==> src/rtl/io_pkg.sv <==
// Shared definitions for the I/O handshake responder.
// Contents:
//   io_state_e      - responder FSM states
//   IO_WIDTH_DEF    - default I/O word width
//   FIFO_DEPTH_DEF  - default FIFO depth
//   cnt_width()     - occupancy counter width for a FIFO of a given depth
package io_pkg;

  typedef enum logic [2:0] {
    IO_IDLE,
    IO_IN_SETUP,
    IO_IN_ACK,
    IO_OUT_ACK,
    IO_RELEASE
  } io_state_e;

  localparam int IO_WIDTH_DEF   = 16;
  localparam int FIFO_DEPTH_DEF = 8;

  // A count must reach DEPTH itself, so it needs one bit more than a pointer.
  function automatic int cnt_width(input int depth);
    return $clog2(depth) + 1;
  endfunction

endpackage

==> src/rtl/io_handshake_responder_if.sv <==
// Processor-side human-interface handshake bundle.
// Signals:
//   is_input     - processor waits for an input word
//   is_output    - processor presents an output word
//   out_data     - word displayed by the processor
//   in_data      - word presented to the processor in place of switches
//   confirmation - one-cycle acknowledge to the control unit
// Modports: master = processor side, slave = responder side.
interface io_handshake_responder_if
  import io_pkg::*;
#(
  parameter int IO_WIDTH = IO_WIDTH_DEF
);
  logic                is_input;
  logic                is_output;
  logic [IO_WIDTH-1:0] out_data;
  logic [IO_WIDTH-1:0] in_data;
  logic                confirmation;

  modport master (
    output is_input, is_output, out_data,
    input  in_data, confirmation
  );

  modport slave (
    input  is_input, is_output, out_data,
    output in_data, confirmation
  );
endinterface

==> src/rtl/io_sync_fifo.sv <==
// Single-clock show-ahead FIFO with full/empty flags and occupancy count.
// Ports:
//   clk, rst     - clock, synchronous active-high reset (pointers/count only)
//   i_push       - write request, ignored while full
//   i_push_data  - write data
//   i_pop        - read request, ignored while empty
//   o_head       - current head word (meaningless while empty)
//   o_full       - DEPTH entries held
//   o_empty      - no entries held
//   o_count      - occupancy 0..DEPTH
module io_sync_fifo
  import io_pkg::*;
#(
  parameter  int WIDTH = IO_WIDTH_DEF,
  parameter  int DEPTH = FIFO_DEPTH_DEF,
  localparam int CW    = cnt_width(DEPTH)
) (
  input  logic             clk,
  input  logic             rst,
  input  logic             i_push,
  input  logic [WIDTH-1:0] i_push_data,
  input  logic             i_pop,
  output logic [WIDTH-1:0] o_head,
  output logic             o_full,
  output logic             o_empty,
  output logic [CW-1:0]    o_count
);
  localparam int AW = $clog2(DEPTH);

  logic [WIDTH-1:0] r_mem [DEPTH];
  logic [AW-1:0]    r_wr_ptr;
  logic [AW-1:0]    r_rd_ptr;
  logic [CW-1:0]    r_count;
  logic             w_push;
  logic             w_pop;

  assign o_full  = (r_count == CW'(DEPTH));
  assign o_empty = (r_count == '0);
  assign w_push  = i_push && !o_full;
  assign w_pop   = i_pop && !o_empty;
  assign o_head  = r_mem[r_rd_ptr];
  assign o_count = r_count;

  always_ff @(posedge clk) begin
    if (w_push) r_mem[r_wr_ptr] <= i_push_data;
  end

  // DEPTH is a power of two, so the pointers wrap by natural overflow.
  always_ff @(posedge clk) begin
    if (rst) begin
      r_wr_ptr <= '0;
      r_rd_ptr <= '0;
      r_count  <= '0;
    end else begin
      if (w_push) r_wr_ptr <= r_wr_ptr + AW'(1);
      if (w_pop)  r_rd_ptr <= r_rd_ptr + AW'(1);
      case ({w_push, w_pop})
        2'b10:   r_count <= r_count + CW'(1);
        2'b01:   r_count <= r_count - CW'(1);
        default: r_count <= r_count;
      endcase
    end
  end
endmodule

==> src/rtl/io_handshake_responder.sv <==
// Peripheral-side peer of the processor's I/O handshake. Input requests are
// answered from a host-loaded input FIFO, output requests are captured into
// a host-drained output FIFO, and a one-cycle confirmation is generated.
// Optional feature macro: IO_TIMEOUT_EN (starvation timeout on input).
// Ports:
//   slow_clock, reset   - processor clock, synchronous active-high reset
//   io (slave)          - is_input/is_output/out_data in, in_data/confirmation out
//   push_valid/_data/_ready - host side of the input FIFO
//   pop_valid/_data/_ready  - host side of the output FIFO (show-ahead)
//   in_count, out_count - FIFO occupancies
//   timeout_flag        - sticky starvation flag (0 without IO_TIMEOUT_EN)
module io_handshake_responder
  import io_pkg::*;
#(
  parameter  int IO_WIDTH       = IO_WIDTH_DEF,
  parameter  int FIFO_DEPTH     = FIFO_DEPTH_DEF,
  parameter  int SETUP_CYCLES   = 2,
  parameter  int TIMEOUT_CYCLES = 1024,
  localparam int CW             = cnt_width(FIFO_DEPTH)
) (
  input  logic                slow_clock,
  input  logic                reset,
  io_handshake_responder_if.slave io,
  input  logic                push_valid,
  input  logic [IO_WIDTH-1:0] push_data,
  output logic                push_ready,
  output logic                pop_valid,
  output logic [IO_WIDTH-1:0] pop_data,
  input  logic                pop_ready,
  output logic [CW-1:0]       in_count,
  output logic [CW-1:0]       out_count,
  output logic                timeout_flag
);
  localparam int SW = (SETUP_CYCLES > 1) ? $clog2(SETUP_CYCLES) : 1;

  io_state_e           r_state, w_state_nxt;
  logic [SW-1:0]       r_cnt, w_cnt_nxt;
  logic [IO_WIDTH-1:0] r_in_data, w_in_data_nxt;
  logic                w_in_pop, w_out_push;
  logic                w_in_full, w_in_empty, w_out_full, w_out_empty;
  logic [IO_WIDTH-1:0] w_in_head;

  io_sync_fifo #(.WIDTH(IO_WIDTH), .DEPTH(FIFO_DEPTH)) u_in_fifo (
    .clk(slow_clock), .rst(reset),
    .i_push(push_valid), .i_push_data(push_data), .i_pop(w_in_pop),
    .o_head(w_in_head), .o_full(w_in_full), .o_empty(w_in_empty),
    .o_count(in_count)
  );

  io_sync_fifo #(.WIDTH(IO_WIDTH), .DEPTH(FIFO_DEPTH)) u_out_fifo (
    .clk(slow_clock), .rst(reset),
    .i_push(w_out_push), .i_push_data(io.out_data), .i_pop(pop_ready),
    .o_head(pop_data), .o_full(w_out_full), .o_empty(w_out_empty),
    .o_count(out_count)
  );

  assign push_ready      = !w_in_full;
  assign pop_valid       = !w_out_empty;
  assign io.in_data      = r_in_data;
  assign io.confirmation = (r_state == IO_IN_ACK) || (r_state == IO_OUT_ACK);

`ifdef IO_TIMEOUT_EN
  localparam int TW = $clog2(TIMEOUT_CYCLES + 1);
  logic [TW-1:0] r_starve, w_starve_nxt;
  logic          r_timeout, w_timeout_nxt;
  assign timeout_flag = r_timeout;
`else
  // TIMEOUT_CYCLES has no effect in this build; starvation waits forever.
  logic w_unused_timeout;
  assign w_unused_timeout = (TIMEOUT_CYCLES > 0);
  assign timeout_flag     = 1'b0;
`endif

  always_comb begin
    w_state_nxt   = r_state;
    w_cnt_nxt     = r_cnt;
    w_in_data_nxt = r_in_data;
    w_in_pop      = 1'b0;
    w_out_push    = 1'b0;
`ifdef IO_TIMEOUT_EN
    w_starve_nxt  = r_starve;
    w_timeout_nxt = r_timeout;
`endif
    case (r_state)
      IO_IDLE: begin
        // Input has priority; a blocked request just keeps polling here.
        if (io.is_input && !w_in_empty) begin
          w_in_data_nxt = w_in_head;
          w_in_pop      = 1'b1;
          w_cnt_nxt     = SW'(SETUP_CYCLES - 1);
          w_state_nxt   = IO_IN_SETUP;
        end else if (io.is_output && !w_out_full) begin
          w_out_push    = 1'b1;
          w_state_nxt   = IO_OUT_ACK;
        end
`ifdef IO_TIMEOUT_EN
        else if (io.is_input) begin
          if (r_starve == TW'(TIMEOUT_CYCLES - 1)) begin
            w_in_data_nxt = '0;
            w_timeout_nxt = 1'b1;
            w_state_nxt   = IO_IN_ACK;
          end else begin
            w_starve_nxt  = r_starve + TW'(1);
          end
        end
`endif
      end
      IO_IN_SETUP: begin
        if (r_cnt == '0) w_state_nxt = IO_IN_ACK;
        else             w_cnt_nxt   = r_cnt - SW'(1);
      end
      IO_IN_ACK, IO_OUT_ACK: w_state_nxt = IO_RELEASE;
      // Waiting for both requests to drop keeps one request to one word.
      IO_RELEASE: begin
        if (!io.is_input && !io.is_output) w_state_nxt = IO_IDLE;
      end
      default: w_state_nxt = IO_IDLE;
    endcase
`ifdef IO_TIMEOUT_EN
    if (w_state_nxt != IO_IDLE) w_starve_nxt = '0;
`endif
  end

  always_ff @(posedge slow_clock) begin
    if (reset) begin
      r_state   <= IO_IDLE;
      r_cnt     <= '0;
      r_in_data <= '0;
`ifdef IO_TIMEOUT_EN
      r_starve  <= '0;
      r_timeout <= 1'b0;
`endif
    end else begin
      r_state   <= w_state_nxt;
      r_cnt     <= w_cnt_nxt;
      r_in_data <= w_in_data_nxt;
`ifdef IO_TIMEOUT_EN
      r_starve  <= w_starve_nxt;
      r_timeout <= w_timeout_nxt;
`endif
    end
  end
endmodule

==> src/flat_wrapper.sv <==
// flat-port wrapper written by rule: the top's interface ports become plain ports
module io_handshake_responder_flat import io_pkg::*;
#(
  parameter  int IO_WIDTH       = IO_WIDTH_DEF,
  parameter  int FIFO_DEPTH     = FIFO_DEPTH_DEF,
  parameter  int SETUP_CYCLES   = 2,
  parameter  int TIMEOUT_CYCLES = 1024,
  localparam int CW             = cnt_width(FIFO_DEPTH)
)
  (slow_clock, reset, push_valid, push_data, push_ready, pop_valid, pop_data, pop_ready, in_count, out_count, timeout_flag, io_is_input, io_is_output, io_out_data, io_in_data, io_confirmation);
  io_handshake_responder_if #(.IO_WIDTH(IO_WIDTH)) io_i ();
  input  logic slow_clock;
  input  logic reset;
  input  logic push_valid;
  input  logic [IO_WIDTH-1:0] push_data;
  output logic push_ready;
  output logic pop_valid;
  output logic [IO_WIDTH-1:0] pop_data;
  input  logic pop_ready;
  output logic [CW-1:0] in_count;
  output logic [CW-1:0] out_count;
  output logic timeout_flag;
  input wire logic [$bits(io_i.is_input)-1:0] io_is_input;
  input wire logic [$bits(io_i.is_output)-1:0] io_is_output;
  input wire logic [$bits(io_i.out_data)-1:0] io_out_data;
  output wire logic [$bits(io_i.in_data)-1:0] io_in_data;
  output wire logic [$bits(io_i.confirmation)-1:0] io_confirmation;
  assign io_i.is_input = io_is_input;
  assign io_i.is_output = io_is_output;
  assign io_i.out_data = io_out_data;
  assign io_in_data = io_i.in_data;
  assign io_confirmation = io_i.confirmation;
  io_handshake_responder #(.IO_WIDTH(IO_WIDTH), .FIFO_DEPTH(FIFO_DEPTH), .SETUP_CYCLES(SETUP_CYCLES), .TIMEOUT_CYCLES(TIMEOUT_CYCLES)) u_core (.slow_clock(slow_clock), .reset(reset), .io(io_i), .push_valid(push_valid), .push_data(push_data), .push_ready(push_ready), .pop_valid(pop_valid), .pop_data(pop_data), .pop_ready(pop_ready), .in_count(in_count), .out_count(out_count), .timeout_flag(timeout_flag));
endmodule
==> config.mk <==
export PLATFORM = sky130hd
export DESIGN_NAME = io_handshake_responder_flat
export DESIGN_NICKNAME = d
export VERILOG_FILES = /design/src/rtl/io_pkg.sv /design/src/rtl/io_handshake_responder_if.sv /design/src/rtl/io_sync_fifo.sv /design/src/rtl/io_handshake_responder.sv /design/src/flat_wrapper.sv
export SDC_FILE = /design/constraint.sdc
export NUM_CORES = 1
export LEC_CHECK = 0
export BUFFER_PORTS_ARGS = -buffer_cell sky130_fd_sc_hd__buf_2
export CORE_MARGIN = 3
export CORE_UTILIZATION = 37
export DETAILED_ROUTE_END_ITERATION = 10
export PLACE_DENSITY = 0.53
export SETUP_SLACK_MARGIN = 0.02
export SLEW_MARGIN = 30
export SYNTH_ARGS = -nofsm -noshare
export SYNTH_HDL_FRONTEND = slang
export SYNTH_HIERARCHICAL = 1
export SYNTH_SLANG_ARGS = --single-unit
export TNS_END_PERCENT = 100
==> constraint.sdc <==
create_clock -name slow_clock -period 6.25 [get_ports slow_clock]
set_clock_uncertainty 0.1 [all_clocks]
set_input_delay 0.9375 -clock slow_clock [delete_from_list [all_inputs] [get_ports slow_clock]]
set_output_delay 0.9375 -clock slow_clock [all_outputs]
set_load 0.01 [all_outputs]
Word level (Yosys, flattened, before mapping)
Memories as Yosys holds them, arrays and structs flattened. A register that Yosys moved wholly into a read port is not among the register bits.
Cells that the tools add are included.

word-level totals
  flip-flop bits (word level) = 24
  RAM bits = 256
  input bits = 38
  output and inout port bits = 44
  word-level logic and storage cells = 78
  memories = 2

cells by class
  add/subtract/negate cells = 9
  equality and inequality tests = 14
  muxes and demuxes = 21
  reduce and logical (&&, ||, !) cells = 24

memory list
  name                     words  bits a word  read ports  clocked after memory_dff  write ports  RTL line            RTL
  u_core.u_in_fifo.r_mem   8      16           1           1                         1            io_sync_fifo.sv:30  logic [WIDTH-1:0] r_mem [DEPTH];
  u_core.u_out_fifo.r_mem  8      16           1           1                         1            io_sync_fifo.sv:30

operators with widths
  operator                                                               number
  3-bit 2-to-1 mux                                                       6
  4-bit one-hot mux with 2 select lines                                  2
  3-bit by 1-bit adder with 3-bit output, second input constant          4
  3-bit one-hot mux with 4 select lines                                  1
  1-bit 2-to-1 mux                                                       11
  4-bit by 1-bit adder with 4-bit output, second input constant          2
  4-bit equality test, second input constant                             2
  4-bit zero test                                                        2
  4-bit by 1-bit subtractor with 4-bit output, second input constant     2
  1-bit logical AND                                                      7
  3-bit by 2-bit equality test with 1-bit output, second input constant  2
  1-bit zero test                                                        6
  2-bit nonzero test                                                     3
  2-bit by 1-bit equality test with 1-bit output, second input constant  2
  2-bit equality test, second input constant                             2
  2-bit by 1-bit != test with 1-bit output, second input constant        2
  2-bit AND reduction                                                    2
  3-bit by 1-bit equality test with 1-bit output, second input constant  1
  3-bit equality test, second input constant                             1
  3-bit zero test                                                        1
  3-bit by 1-bit != test with 1-bit output, second input constant        1
  3-bit AND reduction                                                    1
  2-bit != test, second input constant                                   1
  1-bit one-hot mux with 2 select lines                                  1
  3 further kinds                                                        3

Logic depth before layout (Yosys ltp)
  depth in word-level cells = 9
  gate-level depth with buffers = 15
  gate-level depth less buffers = 13

Modules after synthesis
The synthesis kept the hierarchy.

by module, submodules not included
  module                  instances  cells an instance  area each (µm²)  seq. area each (µm²)
  io_sync_fifo            2          259                5,516.5          4,103.9
  io_handshake_responder  1          95                 937.1            400.4

Least setup slack after synthesis
No wires, ideal clock.

  path kind = input-to-reg
  from = input port io_is_output
  to = memory u_core/u_out_fifo/r_mem[0][0] in the netlist's numbering, enable pin
  setup time = 430 ps
  arrival time = 3,502 ps
  required time = 5,720 ps
  slack = 2,218 ps
  cell stages on the path = 5
  path buffers = 0
  cells stage by stage = nand2b_1 -> nand3b_1 -> nor3_1 -> nand2_8 -> nor4_1

on the way
  longest elaborated chain between the ends = 7

RTL lines
  item                                    RTL line                      RTL
  start: declaration                      flat_wrapper.sv:24            input wire logic [$bits(io_i.is_output)-1:0] io_is_output;
  1-bit logical AND                       io_handshake_responder.sv:92  end else if (io.is_output && !w_out_full) begin
  1-bit 2-to-1 mux                        io_handshake_responder.sv:92
  1-bit 2-to-1 mux                        io_handshake_responder.sv:87  if (io.is_input && !w_in_empty) begin
  1-bit 2-to-1 mux                        io_handshake_responder.sv:84  case (r_state)
  net u_core.w_out_push                   io_handshake_responder.sv:39  logic w_in_pop, w_out_push;
  1-bit logical AND                       io_sync_fifo.sv:39            assign w_push = i_push && !o_full;
  1-bit 2-to-1 mux                        io_sync_fifo.sv:45            if (w_push) r_mem[r_wr_ptr] <= i_push_data;
  1-bit 2-to-1 mux (not written as such)  io_sync_fifo.sv:45
  end: declaration                        io_sync_fifo.sv:30

The timed path passes the listed nets, and every way through them passes these cells.

Final worst setup path
  from = register u_core.u_out_fifo.r_count[0] (netlist: u_core/u_out_fifo/o_count[0])
  to = register u_core.u_out_fifo.r_count[3] (netlist: u_core/u_out_fifo/o_count[3])

on the way
  longest elaborated chain between the ends = 9
  elaborated cells between the ends (all ways) = 16
  classes of those cells = add/sub (2); eq/ne (3); mux (4); reduce/logical (7)

RTL lines
  item                                                                                          RTL line                      RTL
  start: declaration                                                                            io_sync_fifo.sv:33            logic [CW-1:0] r_count;
  start signal: assignment                                                                      io_sync_fifo.sv:58            2'b10: r_count <= r_count + CW'(1);
  start signal: assignment                                                                      io_sync_fifo.sv:59            2'b01: r_count <= r_count - CW'(1);
  start signal: assignment                                                                      io_sync_fifo.sv:60            default: r_count <= r_count;
  4-bit equality test (*)                                                                       io_sync_fifo.sv:37            assign o_full = (r_count == CW'(DEPTH));
  net u_core.w_out_full                                                                         io_handshake_responder.sv:40  logic w_in_full, w_in_empty, w_out_full, w_out_empty;
  1-bit zero test (*)                                                                           io_handshake_responder.sv:92
  1-bit logical AND (*)                                                                         io_handshake_responder.sv:92
  1-bit 2-to-1 mux (*)                                                                          io_handshake_responder.sv:92
  1-bit 2-to-1 mux (*)                                                                          io_handshake_responder.sv:87
  1-bit 2-to-1 mux (*)                                                                          io_handshake_responder.sv:84
  net u_core.w_out_push                                                                         io_handshake_responder.sv:39
  1-bit logical AND (*)                                                                         io_sync_fifo.sv:39
  2-bit by 1-bit equality test with 1-bit output / 2-bit equality test (equally long branches)  io_sync_fifo.sv:57            case ({w_push, w_pop})
  4-bit one-hot mux with 2 select lines / 2-bit nonzero test (equally long branches)            --

The timed path passes the listed nets; every way through them passes the cells marked *.
A chain may end at the register's enable or synchronous reset.

==> impl_metrics.env <==
export IMPL_cp_data_required_time_ns=6.54
export IMPL_syn_cell_area_sq_um=12000
export IMPL_wirelength_microns=24200
export IMPL_cts_buffers=34
export IMPL_cp_max_fo=9
export IMPL_final_common_cell="edfxtp_1"
export IMPL_drt_iter0_markers=276
export IMPL_clk_pin_slew_ns=0.06
export IMPL_grt_pass1_vias=6130
export IMPL_place_hpwl_microns=15000
export IMPL_die_h_microns=186
export IMPL_io_pins=82
export IMPL_swShare_pct=25.7
export IMPL_crit_type="flop to flop"
export IMPL_synth_cell_types=46
export IMPL_p_int_mw=3.94
export IMPL_finalSetupViolCount=0
export IMPL_ys_ff_latch=302
export IMPL_cp_arrival_ns=3.92
export IMPL_htree_levels=2
export IMPL_stdcell_area_sq_um=14000
export IMPL_path_cells="or4b_4, inv_1, nand2b_1, nand3b_1, nor3_1, nand2_8, ha_1, nor4b_1, a41oi_1, o41ai_1, mux2_2"
export IMPL_place_area_sq_um=12900
export IMPL_synth_enable_flop_cells=256
export IMPL_fmax_mhz=275
export IMPL_cts_tree="done"
export IMPL_core_area_sq_um=31700
export IMPL_root_buffer="clkbuf_16"
export IMPL_gp_congestion=0.704
export IMPL_clockBufferDepth=3
export IMPL_worstMarginPinSlew_ns=0.872
export IMPL_start_util_pct=37.7
export IMPL_slowest_stage="nor3_1"
export IMPL_rsz0062_at_grt="no"
export IMPL_viasPerCell=5.05
export IMPL_clk_latency_ns=0.51
export IMPL_power_leakage_nw=4.64
export IMPL_reg2regPathDepth=11
export IMPL_setup_tns_ns=0
export IMPL_p_comb_share_pct=18.0
export IMPL_rows=65
export IMPL_seq_area_frac_synth_pct=71.9
export IMPL_r2r_end="u_core/u_out_fifo/o_count[3]"
export IMPL_cts_resized=0
export IMPL_slew_viol_final=0
export IMPL_first_pass_iters=4
export IMPL_detail_route_wl_per_cell_microns=21.0
export IMPL_hold_viol_final=0
export IMPL_outcome="complete, no violations"
export IMPL_avgSynthCellArea_sq_um=19.5
export IMPL_cts_sinks=302
export IMPL_drv_cap=0
export IMPL_start_kind="flop"
export IMPL_nFillCells=2768
export IMPL_r2r_slack_ns=2.61
export IMPL_numPortBuffers=80
export IMPL_post_route_min_period_ns=3.64
export IMPL_synth_ff_type="edfxtp_1"
export IMPL_syn_inst=613
export IMPL_num_vias=5792
export IMPL_crit_end="u_core/u_out_fifo/o_count[3]"
export IMPL_final_nets=767
export IMPL_finalCritPeriodShare_pct=58.2
export IMPL_crit_path_start="u_core/u_out_fifo/o_count[0]"
export IMPL_grt_overflow=0
export IMPL_drive_above_1_share_pct=37.3
export IMPL_antenna_found_initial=3
export IMPL_ir_drop_mv=0.237
export IMPL_ys_warn_count=6
export IMPL_critPathMaxStageDelay_ns=0.69
export IMPL_drc_errors=0
export IMPL_grt_max_degree=60
export IMPL_p_sw_mw=1.36
export IMPL_final_cell_mix="edfxtp_1 (256), buf_2 (80), mux4_2 (64), nand2b_1 (40), dfxtp_1 (40)"
export IMPL_pwr_share_seq_pct=46.4
export IMPL_relSlewSlack_pct=41.4
export IMPL_track_usage_pct=14.2
export IMPL_ant_nets=0
export IMPL_die_area_sq_um=34500
export IMPL_post_cts_buffers=0
export IMPL_clkPwrFrac_pct=35.6
export IMPL_endpoint_kind="flop"
export IMPL_regToRegStartpoint="u_core/u_out_fifo/o_count[0]"
export IMPL_die_x_microns=186
export IMPL_area_delta_synth_final_pct=17.1
export IMPL_power_density_nw_per_um2=378
export IMPL_cts_hold_buf=0
export IMPL_async_reset_ff_share_pct=0
export IMPL_syn_nets=661
export IMPL_grt_pass1_wl_microns=36900
export IMPL_holdCritPathClass="flop to flop"
==> worst min path at each step <==
stage                                      start                     to  slack [ns]  cells past startpoint
global placement           u_core/io.in_data[13]  u_core/io.in_data[13]        0.36                      2
floorplan           u_core/u_in_fifo/r_rd_ptr[2]                   flop        0.38                      2
global route               u_core/io.in_data[14]  u_core/io.in_data[14]        0.40                      2
detailed placement          u_core/io.in_data[8]   u_core/io.in_data[8]        0.37                      2
CTS                        u_core/io.in_data[13]  u_core/io.in_data[13]        0.38                      2
finish                     u_core/io.in_data[12]  u_core/io.in_data[12]        0.38                      2
==> critical path, delay by kind of cell (launching register included) <==
family	cells	cell delay [ns]
DFF	1	0.50
AOI/OAI and AO/OA	2	0.19
muxes	1	0.37
buffers and inverters	1	0.05
adders and majority gates	1	0.45
and+or+nand+nor	6	1.87
==> kinds of logic (layout without fill, tap and decap cells) <==
logic type	after synthesis	after routing	synth area share (%)
flops	302	302	71.9
fa+ha+maj	10	10	1.05
compound gates	20	20	1.21
simple gates	111	111	5.61
mux	119	119	17.0
other cells	1	2	0.0313
buf+inv	36	168	2.03
xor+xnor	14	14	1.15
==> cells in the mapped netlist (3+ instances only) <==
| library cell | instances | area share, % |
|---|---|---|
| nor4_1 | 4 | 0.21 |
| nand2_1 | 6 | 0.19 |
| mux2_2 | 35 | 3.3 |
| inv_1 | 5 | 0.16 |
| edfxtp_1 | 256 | 64 |
| mux2i_1 | 20 | 1.7 |
| ha_1 | 10 | 1.0 |
| nor2_1 | 26 | 0.82 |
| xor2_1 | 10 | 0.73 |
| a21oi_1 | 6 | 0.25 |
| buf_6 | 11 | 1.0 |
| nand2b_1 | 40 | 2.1 |
| dfxtp_1 | 46 | 7.7 |
| nor2b_1 | 3 | 0.16 |
| clkbuf_1 | 7 | 0.22 |
| nor3_1 | 11 | 0.46 |
| mux4_2 | 64 | 12 |
| buf_2 | 4 | 0.17 |
| nand3_1 | 4 | 0.17 |
| buf_1 | 7 | 0.22 |
==> registers in the layout, summed over array words and instances, names as in the netlist, named ones only <==
| register | cells |
|---|---|
| u_core/io.in_data | 16 |
| u_core/r_cnt | 1 |
| u_core/r_state | 3 |
| u_core/u_in_fifo/o_count | 4 |
| u_core/u_in_fifo/r_mem | 128 |
| u_core/u_in_fifo/r_rd_ptr | 3 |
| u_core/u_in_fifo/r_wr_ptr | 3 |
| u_core/u_out_fifo/o_count | 4 |
| u_core/u_out_fifo/r_mem | 128 |
| u_core/u_out_fifo/r_rd_ptr | 3 |
| u_core/u_out_fifo/r_wr_ptr | 3 |
==> metrics by stage <==
step                total power [mW]  util, %  hold slack (ns)  std cells  setup slack [ns]
floorplan                       3.17        -            0.385        613              2.22
global placement                3.44     40.5            0.362       1080              2.54
detailed placement              3.48     40.8            0.367       1085              2.38
CTS                             5.40     44.2            0.380       1147              2.59
global route                    5.57     44.2            0.396       1148              2.41
finish                          5.31     44.2            0.378       1148              2.61
==> metal layers <==
layer / vias up / GRT usage [%] / share of wire [%]
li1: 2652 / - / -
met1: 2999 / 17.0 / 40
met2: 99 / 26.0 / 54
met3: 38 / 3.19 / 4.1
met5: - / 0 / 0.095
met4: 4 / 3.84 / 1.9
==> final cells by class <==
| type | count | area (sq um) | area share [%] |
|---|---|---|---|
| Sequential cell | 302 | 8620 | 61.5 |
| Clock inverter | 16 | 149 | 1.06 |
| Antenna cell | 1 | 2.50 | 0.0178 |
| Multi-Input combinational cell | 275 | 3210 | 22.9 |
| Tap cell | 402 | 503 | 3.59 |
| Timing Repair Buffer | 101 | 588 | 4.19 |
| Inverter | 5 | 18.8 | 0.134 |
| Clock buffer | 46 | 937 | 6.68 |
==> power groups by stage <==
stage          clock network, mW  registers [mW]  logic, mW
2_1_floorplan                  0            2.48      0.695
3_3_place_gp                   0            2.49      0.950
3_5_place_dp                   0            2.51      0.975
4_1_cts                     1.96            2.47      0.980
5_1_grt                     2.04            2.48       1.04
6_report                    1.89            2.46      0.953
(Power assumes the default switching activity.)
